==> config.mk <==
export PLATFORM = sky130hd
export DESIGN_NAME = inst_fetch_queue_flat
export DESIGN_NICKNAME = d
export VERILOG_FILES = /design/src/rtl/inst_fetch_queue_if.sv /design/src/rtl/inst_fetch_queue.sv /design/src/flat_wrapper.sv
export SDC_FILE = /design/constraint.sdc
export NUM_CORES = 1
export LEC_CHECK = 0
export CAP_MARGIN = 20
export CORE_ASPECT_RATIO = 0.75
export CORE_MARGIN = 1.5
export CORE_UTILIZATION = 50
export CTS_CLUSTER_DIAMETER = 30
export DETAILED_ROUTE_END_ITERATION = 8
export PLACE_DENSITY_LB_ADDON = 0.25
export SLEW_MARGIN = 25
export SYNTH_ARGS = -nofsm -noshare
export SYNTH_HDL_FRONTEND = slang
export SYNTH_SLANG_ARGS = --single-unit
==> constraint.sdc <==
create_clock -name clk -period 9 [get_ports clk]
set_input_delay 2.7 -clock clk [delete_from_list [all_inputs] [get_ports clk]]
set_output_delay 2.7 -clock clk [all_outputs]
set_load 0.1 [all_outputs]
==> src/rtl/inst_fetch_queue_if.sv <==
// Fetch-to-decode bundle for the instruction fetch queue: fetch/CTRL inputs
// on one side, the decode-facing registers and the occupancy flags on the other.
interface inst_fetch_queue_if #(
  parameter int DEPTH = 4
);
  localparam int CW = $clog2(DEPTH) + 1;

  logic [31:0]   if_pc;
  logic [31:0]   if_inst;
  logic          if_ce;
  logic [5:0]    stall;
  logic          flush;
  logic [31:0]   id_pc;
  logic [31:0]   id_inst;
  logic          id_valid;
  logic          fq_full;
  logic [CW-1:0] fq_count;

  modport master (
    output if_pc, if_inst, if_ce, stall, flush,
    input  id_pc, id_inst, id_valid, fq_full, fq_count
  );

  modport slave (
    input  if_pc, if_inst, if_ce, stall, flush,
    output id_pc, id_inst, id_valid, fq_full, fq_count
  );
endinterface

==> src/rtl/inst_fetch_queue.sv <==
// Circular queue between IF and ID. When the queue is empty and decode can
// accept, a fetched word bypasses storage so decode still sees one-cycle latency.
module inst_fetch_queue #(
  parameter int DEPTH = 4
) (
  input  logic                  clk,
  input  logic                  rst,
  inst_fetch_queue_if.slave     bus
);
  localparam int AW = $clog2(DEPTH);
  localparam int CW = AW + 1;
  localparam logic [AW-1:0] PTR_ONE  = AW'(1);
  localparam logic [CW-1:0] CNT_ONE  = CW'(1);
  localparam logic [CW-1:0] CNT_FULL = CW'(DEPTH);

  logic [31:0]   pc_mem   [DEPTH];
  logic [31:0]   inst_mem [DEPTH];

  logic [AW-1:0] rd_ptr_q, rd_ptr_d;
  logic [AW-1:0] wr_ptr_q, wr_ptr_d;
  logic [CW-1:0] count_q, count_d;
  logic          full_q, full_d;
  logic [31:0]   id_pc_q, id_pc_d;
  logic [31:0]   id_inst_q, id_inst_d;
  logic          id_valid_q, id_valid_d;

  logic push, advance, pop, bypass, write_en;

  // Only stall[2] (decode stopped) matters to this stage.
  logic unused_stall;
  assign unused_stall = &{1'b0, bus.stall[5:3], bus.stall[1:0]};

  always_comb begin
    push     = bus.if_ce && !full_q && !bus.flush;
    advance  = !bus.stall[2] && !bus.flush;
    pop      = advance && (count_q != '0);
    bypass   = advance && (count_q == '0) && push;
    write_en = push && !bypass;

    rd_ptr_d   = rd_ptr_q;
    wr_ptr_d   = wr_ptr_q;
    count_d    = count_q;
    id_pc_d    = id_pc_q;
    id_inst_d  = id_inst_q;
    id_valid_d = id_valid_q;

    if (pop) begin
      id_pc_d    = pc_mem[rd_ptr_q];
      id_inst_d  = inst_mem[rd_ptr_q];
      id_valid_d = 1'b1;
      rd_ptr_d   = rd_ptr_q + PTR_ONE;
    end else if (bypass) begin
      id_pc_d    = bus.if_pc;
      id_inst_d  = bus.if_inst;
      id_valid_d = 1'b1;
    end else if (advance) begin
      id_pc_d    = '0;
      id_inst_d  = '0;
      id_valid_d = 1'b0;
    end

    if (write_en) begin
      wr_ptr_d = wr_ptr_q + PTR_ONE;
    end

    case ({write_en, pop})
      2'b10:   count_d = count_q + CNT_ONE;
      2'b01:   count_d = count_q - CNT_ONE;
      default: count_d = count_q;
    endcase

    // Flush wins over stall and push; the word fetched this cycle is lost.
    if (bus.flush) begin
      rd_ptr_d   = '0;
      wr_ptr_d   = '0;
      count_d    = '0;
      id_pc_d    = '0;
      id_inst_d  = '0;
      id_valid_d = 1'b0;
    end

    full_d = (count_d == CNT_FULL);
  end

  always_ff @(posedge clk) begin
    if (rst) begin
      rd_ptr_q   <= '0;
      wr_ptr_q   <= '0;
      count_q    <= '0;
      full_q     <= 1'b0;
      id_pc_q    <= '0;
      id_inst_q  <= '0;
      id_valid_q <= 1'b0;
    end else begin
      rd_ptr_q   <= rd_ptr_d;
      wr_ptr_q   <= wr_ptr_d;
      count_q    <= count_d;
      full_q     <= full_d;
      id_pc_q    <= id_pc_d;
      id_inst_q  <= id_inst_d;
      id_valid_q <= id_valid_d;
    end
  end

  // Storage has no reset; occupancy alone decides which entries are live.
  always_ff @(posedge clk) begin
    if (!rst && write_en) begin
      pc_mem[wr_ptr_q]   <= bus.if_pc;
      inst_mem[wr_ptr_q] <= bus.if_inst;
    end
  end

  assign bus.id_pc    = id_pc_q;
  assign bus.id_inst  = id_inst_q;
  assign bus.id_valid = id_valid_q;
  assign bus.fq_full  = full_q;
  assign bus.fq_count = count_q;
endmodule
==> src/flat_wrapper.sv <==
// flat-port wrapper written by rule: the top's interface ports become plain ports
module inst_fetch_queue_flat 
#(
  parameter int DEPTH = 4
)
  (clk, rst, bus_if_pc, bus_if_inst, bus_if_ce, bus_stall, bus_flush, bus_id_pc, bus_id_inst, bus_id_valid, bus_fq_full, bus_fq_count);
  inst_fetch_queue_if #(.DEPTH(DEPTH)) bus_i ();
  input  logic clk;
  input  logic rst;
  input wire logic [$bits(bus_i.if_pc)-1:0] bus_if_pc;
  input wire logic [$bits(bus_i.if_inst)-1:0] bus_if_inst;
  input wire logic [$bits(bus_i.if_ce)-1:0] bus_if_ce;
  input wire logic [$bits(bus_i.stall)-1:0] bus_stall;
  input wire logic [$bits(bus_i.flush)-1:0] bus_flush;
  output wire logic [$bits(bus_i.id_pc)-1:0] bus_id_pc;
  output wire logic [$bits(bus_i.id_inst)-1:0] bus_id_inst;
  output wire logic [$bits(bus_i.id_valid)-1:0] bus_id_valid;
  output wire logic [$bits(bus_i.fq_full)-1:0] bus_fq_full;
  output wire logic [$bits(bus_i.fq_count)-1:0] bus_fq_count;
  assign bus_i.if_pc = bus_if_pc;
  assign bus_i.if_inst = bus_if_inst;
  assign bus_i.if_ce = bus_if_ce;
  assign bus_i.stall = bus_stall;
  assign bus_i.flush = bus_flush;
  assign bus_id_pc = bus_i.id_pc;
  assign bus_id_inst = bus_i.id_inst;
  assign bus_id_valid = bus_i.id_valid;
  assign bus_fq_full = bus_i.fq_full;
  assign bus_fq_count = bus_i.fq_count;
  inst_fetch_queue #(.DEPTH(DEPTH)) u_core (.clk(clk), .rst(rst), .bus(bus_i));
endmodule
# Word level (Yosys, flattened, before mapping)
# Memories as Yosys holds them, arrays and structs flattened. A register that Yosys moved wholly into a read port is not among the register bits.
# Index checks and enable logic that the tools add are counted.
dict set report word_totals {
  out_inout_bits 69
  input_bits 74
  word_cells 49
  mem_bits_rw 256
  reg_bits 73
  mem_count 2
}
dict set report op_classes {
  eq_ne 3
  n_reduce_logical 17
  n_mux 16
  addsub 4
}
# name depth word_bits read_ports rd_ports_with_merged_regs write_ports line
set mem_list {}
lappend mem_list {u_core.inst_mem 4 32 1 1 1 inst_fetch_queue.sv:17} ;# logic [31:0] inst_mem [DEPTH];
lappend mem_list {u_core.pc_mem 4 32 1 1 1 inst_fetch_queue.sv:16} ;# logic [31:0] pc_mem [DEPTH];
# cell n
set op_table {}
lappend op_table {{2-to-1 mux 32 bit} 5}
lappend op_table {{logical AND 1 bit} 8}
lappend op_table {{2-to-1 mux 2 bit} 4}
lappend op_table {{one-hot mux 3 bit (2 select lines)} 1}
lappend op_table {{nonzero test 3 bit} 2}
lappend op_table {{zero test 1 bit} 5}
lappend op_table {{2-to-1 mux 1 bit} 5}
lappend op_table {{adder 2 x 1 -> 2 bit (second input constant)} 2}
lappend op_table {{adder 3 x 1 -> 3 bit (second input constant)} 1}
lappend op_table {{== test 3 bit (second input constant)} 1}
lappend op_table {{zero test 3 bit} 1}
lappend op_table {{2-to-1 mux 3 bit} 1}
lappend op_table {{subtractor 3 x 1 -> 3 bit (second input constant)} 1}
lappend op_table {{== test 2 x 1 -> 1 bit (second input constant)} 1}
lappend op_table {{== test 2 bit (second input constant)} 1}
lappend op_table {{OR reduction 2 bit} 1}

# Longest topological paths before layout
# Gate-level depths: netlist (run 1).
dict set report depth {
  ltp_word 10
  ltp_mapped 10
  mapped_depth_nobuf 9
}

# Least setup slack after synthesis (run 1)
# No wires, ideal clock.
dict set report synth_timing {
  kind {in2reg}
  startpoint {in bus_if_ce}
  endpoint {mem u_core.inst_mem[0][0], enable pin}
  t_arrival_ps 4904
  n_path_buf 0
  setup_ps 429
  t_required_ps 8571
  slack_ps 3667
  path_stages 3
  path_cell_list {nor2b_1 -> a21boi_1 -> and3_1}
}
dict set report synth_between {
  elab_chain_len 8
}
# item line
set synth_rtl {}
lappend synth_rtl {{from (decl)} flat_wrapper.sv:12} ;# input wire logic [$bits(bus_i.if_ce)-1:0] bus_if_ce;
lappend synth_rtl {{logical AND 1 bit * (2 in series)} inst_fetch_queue.sv:34} ;# push = bus.if_ce && !full_q && !bus.flush;
lappend synth_rtl {{logical AND 1 bit} inst_fetch_queue.sv:37} ;# bypass = advance && (count_q == '0) && push;
lappend synth_rtl {{zero test 1 bit} inst_fetch_queue.sv:38} ;# write_en = push && !bypass;
lappend synth_rtl {{logical AND 1 bit *} inst_fetch_queue.sv:38}
lappend synth_rtl {{logical AND 1 bit *} inst_fetch_queue.sv:107} ;# if (!rst && write_en) begin
lappend synth_rtl {{2-to-1 mux 1 bit *} inst_fetch_queue.sv:107}
lappend synth_rtl {{2-to-1 mux 1 bit (implied by the code) *} inst_fetch_queue.sv:109} ;# inst_mem[wr_ptr_q] <= bus.if_inst;
lappend synth_rtl {{to (decl)} inst_fetch_queue.sv:17}
# Every way passes the cells marked *; elsewhere a longest branch is shown, timed or not.

# Worst setup path in the final report (run 1)
dict set report layout_timing {
  startpoint {in bus_flush}
  endpoint {reg u_core.id_pc_q[19], in the netlist u_core.bus.id_pc[19]}
}
dict set report layout_between {
  elab_chain_len 6
  elab_cells_between_ends 10
  classes_between {mux: 2; reduce/logical: 8}
}
# item line
set layout_rtl {}
lappend layout_rtl {{from (decl)} flat_wrapper.sv:14} ;# input wire logic [$bits(bus_i.flush)-1:0] bus_flush;
lappend layout_rtl {{zero test 1 bit} {inst_fetch_queue.sv:34, inst_fetch_queue.sv:35}}
lappend layout_rtl {{logical AND 1 bit} inst_fetch_queue.sv:35} ;# advance = !bus.stall[2] && !bus.flush;
lappend layout_rtl {{logical AND 1 bit (2 in series)} inst_fetch_queue.sv:37}
lappend layout_rtl {{2-to-1 mux 32 bit} inst_fetch_queue.sv:52} ;# end else if (bypass) begin
lappend layout_rtl {{2-to-1 mux 32 bit} inst_fetch_queue.sv:47} ;# if (pop) begin
lappend layout_rtl {{to (signal assigned)} inst_fetch_queue.sv:99} ;# id_pc_q <= id_pc_d;
lappend layout_rtl {{to (decl)} inst_fetch_queue.sv:23} ;# logic [31:0] id_pc_q, id_pc_d;
# Parallel ways exist; a longest one is shown, timed or not.
# A chain may end at the register's enable or synchronous reset.

==> flow_summary.ini, run 1 <==
[floorplanning]
initial_core_util_pct = 50.8
dieArea_um2 = 26300
io_pins = 143
die_h_um = 141
core_area_um2 = 25000
die_w_um = 187
num_rows = 50

[sta]
fin_ws_ps = 3970
clock_skew_ps = 17.2
finalCritPeriodShare_pct = 55.9
fmax_mhz = 199
slew_viol_final = 0
period_needed_ps = 5030
slew_headroom_pct = 31.9
hold_viol = 0
fin_setup_tns_ps = 0
worstMarginPinSlew_ps = 1020
finalSetupViolCount = 0
rsz0062_at_grt = false

[placement]
gp_congestion = 0.673
port_buffers = 137
dp_cells = 1189
dp_slack_ps = 3460
dp_hpwl_um = 14000

[drt]
routed_via_density = 5.69
drc = 0
first_pass_iters = 5
vias = 7320
final_antenna_net_count = 0
wire_per_inst_um = 21.3
wirelength_um = 27400
drt-initial-drc-count = 556

[global_routing]
grt_overflow = 0
grt_pass1_vias = 7504
track_usage_pct = 21.3
grt_max_degree = 69
antenna_found_initial = 2
grt_pass1_wl_um = 43300

[clocking]
cts_resized = 0
cts-root-buf = clkbuf_16
htreeDepth = 2
cts.hold.buffers_added = 0
insertion_delay_ps = 540
clock_sinks = 331
cts_tree = built
clk_transition_reported_paths_ps = 50
cts_buffers = 49
post-cts-setup-buffers = 0
clockBufferDepth = 3

[worst_setup_path]
cp-end-kind = flip-flop
critPathKind = input port to flip-flop
required_ps = 9380
start_kind = input port
cp_max_fo = 51
arrival_ps = 5410

[final_layout]
syn_to_final_growth_pct = 26.9
final-seq-area_um2 = 9200
fin_nets = 986
fillers = 1755
finalNonFillerCells = 1286
multi_input_area_um2 = 3200
drive_gt1_share_pct = 18.7

[synth]
synth_warnings = 0
syn_area_per_cell_um2 = 16.6
ys_ff_latch = 331
yosysSeqAreaShare_pct = 72.4
synth_fp_nets = 844
synthCells = 764
syn_area_um2 = 12700
synth_cell_types = 37

[power]
leakage_nw = 5.06
ir_drop_mv = 0.134
p_per_area_nw_per_um2 = 242
power_mw = 3.90

[outcome]
status = completed

[hold_path]
hold_path.class = flip-flop to flip-flop

[run]
drv_cap = 0
-- layer usage --
metal | up-vias | part of all wire [%] | GRT usage [%]
li1 | 3326 | - | -
met1 | 3715 | 46 | 31.0
met2 | 243 | 46 | 33.4
met3 | 34 | 6.3 | 4.58
met4 | 2 | 1.1 | 4.84
met5 | - | 0.047 | 0
-- synthesized netlist by cell type, drive strengths merged --
library cell	number	area (um2)
ha	5	62.6
nor3	66	335
nor2	8	40.0
or3	1	11.3
a21oi	6	33.8
a21boi	1	7.51
o2111ai	1	8.76
or2	2	12.5
nand3	1	5.00
o31ai	2	15.0
and3	4	25.0
a21o	1	7.51
dfxtp	75	1500
edfxtp	256	7690
clkbuf	26	98.8
mux2i	1	10.0
nor2b	1	6.26
a211oi	64	480
mux4	64	1440
buf	31	214
nand2	67	251
or4	2	18.8
nand2b	1	6.26
o211ai	1	7.51
inv	7	26.3
fa	1	20.0
xor2	2	17.5
o21ai	67	335
-- per-stage QoR --
step	cell area (um2)	utilization (%)	hold WS, ps
3_3_place_gp	14300	57.2	456
6_report	16100	64.5	495
5_1_grt	16100	64.5	522
3_5_place_dp	14300	57.2	473
2_1_floorplan	12700	-	449
4_1_cts	16000	64.1	490
-- layout make-up --
type / instances / area share [%]
Antenna cell: 1 / 0.0155
Timing Repair Buffer: 148 / 9.44
Clock buffer: 54 / 7.86
Inverter: 7 / 0.163
Clock inverter: 38 / 2.89
Tap cell: 338 / 2.63
Multi-Input combinational cell: 369 / 19.9
Sequential cell: 331 / 57.1
-- kinds of logic after synthesis --
family	after synthesis	share of synthesized area (%)
compound gates	143	7.06
mux	65	11.4
buf+inv	64	2.67
flops	331	72.4
xor+xnor	2	0.138
simple gates	153	5.61
fa+ha+maj	6	0.651
-- layout by cell type, fill, tap and decap left out, types with 7 or more instances in the layout --
| master | Yosys | layout |
|---|---|---|
| nor3_1 | 65 | 65 |
| clkbuf_16 | 0 | 49 |
| mux4_2 | 64 | 64 |
| dfxtp_1 | 75 | 73 |
| edfxtp_1 | 256 | 256 |
| a211oi_1 | 64 | 64 |
| buf_4 | 7 | 7 |
| nand2_1 | 67 | 67 |
| inv_8 | 0 | 7 |
| clkdlybuf4s50_1 | 0 | 137 |
| o21ai_0 | 67 | 67 |
-- power by group --
group	internal, mW	switching [mW]
clock	1.22	0.727
sequential	1.67	0.0117
combinational	0.0764	0.191
-- state kept, by name, summed over array words and instances (netlist names), named ones only --
name,cells
u_core.rd_ptr_q,2
u_core.pc_mem,128
u_core.bus.id_valid,1
u_core.bus.fq_full,1
u_core.inst_mem,128
u_core.bus.fq_count,3
u_core.bus.id_inst,32
u_core.bus.id_pc,32
u_core.wr_ptr_q,2
-- worst max-delay path, cell delays in order --
cell and delay (ps):
clkdlybuf4s50_1 570, or2_4 440, buf_4 380, nor2_4 440, buf_4 640, a211oi_1 170
-- path summary, 6_finish.rpt --
check | from | end | slack [ps] | cells after the start
setup / recovery | bus_flush | u_core.bus.id_pc[19] | 3970 | 6
hold / removal | u_core.rd_ptr_q[1] | flip-flop | 500 | 2
hold reg to reg | u_core.rd_ptr_q[1] | flip-flop | 500 | 2
setup reg to reg | u_core.bus.fq_count[0] | u_core.bus.fq_full | 6250 | 9
Power figures use the tool's default switching activity.
==> inputs of run 2 (changes only) <==
==> constraint.sdc (replaced) <==
create_clock -name clk -period 4.5 [get_ports clk]
set_input_delay 1.35 -clock clk [delete_from_list [all_inputs] [get_ports clk]]
set_output_delay 1.35 -clock clk [all_outputs]
set_load 0.1 [all_outputs]
==> run 2 against run 1 <==
  * Register-to-register slack worse by 4100 ps
  * Combinational power is 100% higher
  * Clock power increased by 100%
  * Critical path depth decreased by 5
  * Sequential share of layout area decreased by 0.25 points
  * First-iteration DRC count is 19% higher
  * Critical endpoint is now bus_fq_count[0]
  * Routed wire length is 1.2% higher
  * Largest power group unchanged
==> flow_summary.ini, run 2 (synthesis gave the netlist of run 1 again) <==
[outcome]
status = completed

[global_routing]
antenna_found_initial = 1
grt_overflow = 0
grt_max_degree = 69
grt_pass1_vias = 7557
track_usage_pct = 21.6
grt_pass1_wl_um = 43500

[drt]
wirelength_um = 27700
drc = 0
final_antenna_net_count = 0
drt-initial-drc-count = 659
routed_via_density = 5.73
wire_per_inst_um = 21.4
vias = 7407
first_pass_iters = 6

[final_layout]
design_area_um2 = 16200
fillers = 1721
final_common_cell = edfxtp_1
mostFrequentLayoutCells = edfxtp_1 (256), clkdlybuf4s50_1 (137), dfxtp_1 (73)
drive_gt1_share_pct = 18.7
fin_nets = 995
reg_top3 = u_core.inst_mem (128), u_core.pc_mem (128)
syn_to_final_growth_pct = 27.4

[clocking]
post-cts-setup-buffers = 0
insertion_delay_ps = 540
cts.hold.buffers_added = 0
cts_buffers = 49
clk_transition_reported_paths_ps = 50
cts_tree = built
clockBufferDepth = 3
clock_sinks = 331
htreeDepth = 2
cts-root-buf = clkbuf_16
cts_resized = 0

[sta]
rsz0062_at_grt = false
fin_setup_tns_ps = 0
fmax_mhz = 279
worstMarginPinSlew_ps = 1020
finalSetupViolCount = 0
slew_headroom_pct = 31.9
hold_viol = 0
finalCritPeriodShare_pct = 79.6
slew_viol_final = 0
clock_skew_ps = 19.5
period_needed_ps = 3580

[placement]
port_buffers = 137
dpl-instance-area_um2 = 14400
dp_hpwl_um = 15000
gp_congestion = 0.710

[worst_setup_path]
reg2regPathDepth = 4
start_kind = flip-flop
slowest_delay_ps = 1220
path_delay_family = buffers and inverters
cp-end-kind = output port
slowest_stage = clkdlybuf4s50_1
worstSetupPathDepth = 1
critPathBufInv = 1
critPathKind = flip-flop to output port
arrival_ps = 2230
cp-startpoint = u_core.bus.fq_count[0]
ff2ff_setup_slack_ps = 2140
path_cells = clkdlybuf4s50_1
cp_max_fo = 7
required_ps = 3150
critPathCapture = bus_fq_count[0]
reg2reg_to = u_core.bus.id_inst[21]

[floorplanning]
initial_core_util_pct = 50.8
io_pins = 143
core_area_um2 = 25000
dieArea_um2 = 26300
num_rows = 50
die_w_um = 187
die_h_um = 141

[power]
power_switching_mw = 1.79
p_per_area_nw_per_um2 = 487
p_seq_share_pct = 42.7
pwr-share-clk_pct = 50.4
ir_drop_mv = 0.304
combinationalPowerShare_pct = 6.9
leakage_nw = 5.11
p_int_mw = 6.08
swShare_pct = 22.8

[run]
drv_cap = 0

[hold_path]
hold_path.class = flip-flop to flip-flop
run 2: cell count changes in the layout (fill, tap and decap cells not counted), sizes merged:
cell / delta
buf: +9
bufinv: +3
clkinv: +3
clkinvlp: -3
inv: -5
run 2: final cells by class:
| class | instances | area (um2) | share of cell area (%) |
|---|---|---|---|
| repair buffers | 157 | 1580 | 9.80 |
| clock buffers | 54 | 1280 | 7.89 |
| well taps | 338 | 423 | 2.62 |
| multi-input cells | 369 | 3200 | 19.8 |
| diodes | 1 | 2.50 | 0.0155 |
| clock inverters | 36 | 460 | 2.85 |
| inverters | 7 | 26.3 | 0.163 |
| flip-flops and latches | 331 | 9200 | 56.9 |
run 2: metal layers:
| layer | vias to the layer above | global-route usage, % | wire length (um) |
|---|---|---|---|
| met5 | - | 0 | 0 |
| met4 | 0 | 5.48 | 371 |
| met3 | 36 | 4.63 | 2140 |
| met2 | 296 | 35.3 | 13300 |
| met1 | 3717 | 30.0 | 11900 |
| li1 | 3358 | - | - |
run 2: per-stage QoR:
step / setup WS, ps / total power [mW] / hold slack [ps] / instances / util, %
global route: 847 / 8.09 / 528 / 1292 / 64.8
CTS: 888 / 7.94 / 486 / 1292 / 64.8
global placement: 804 / 3.96 / 459 / 1202 / 57.8
finish: 919 / 7.88 / 485 / 1293 / 64.8
detailed placement: 785 / 3.97 / 475 / 1202 / 57.8
floorplan: 517 / 3.76 / 449 / 764 / -
run 2: how the worst min path moves through the flow:
stage | from | to | cells past startpoint
after floorplan | u_core.rd_ptr_q[1] | flip-flop | 2
after global placement | u_core.rd_ptr_q[1] | flip-flop | 2
after detailed placement | u_core.rd_ptr_q[1] | flip-flop | 2
after CTS | u_core.rd_ptr_q[1] | flip-flop | 2
after global routing | u_core.rd_ptr_q[1] | flip-flop | 2
final | u_core.rd_ptr_q[1] | flip-flop | 2
run 2: power by group through the flow:
stage | clock network, mW | logic (mW) | registers, mW
2_1_floorplan | 0 | 0.133 | 3.63
4_1_cts | 4.02 | 0.544 | 3.37
3_3_place_gp | 0 | 0.536 | 3.43
3_5_place_dp | 0 | 0.541 | 3.43
5_1_grt | 4.15 | 0.567 | 3.37
6_report | 3.97 | 0.541 | 3.37
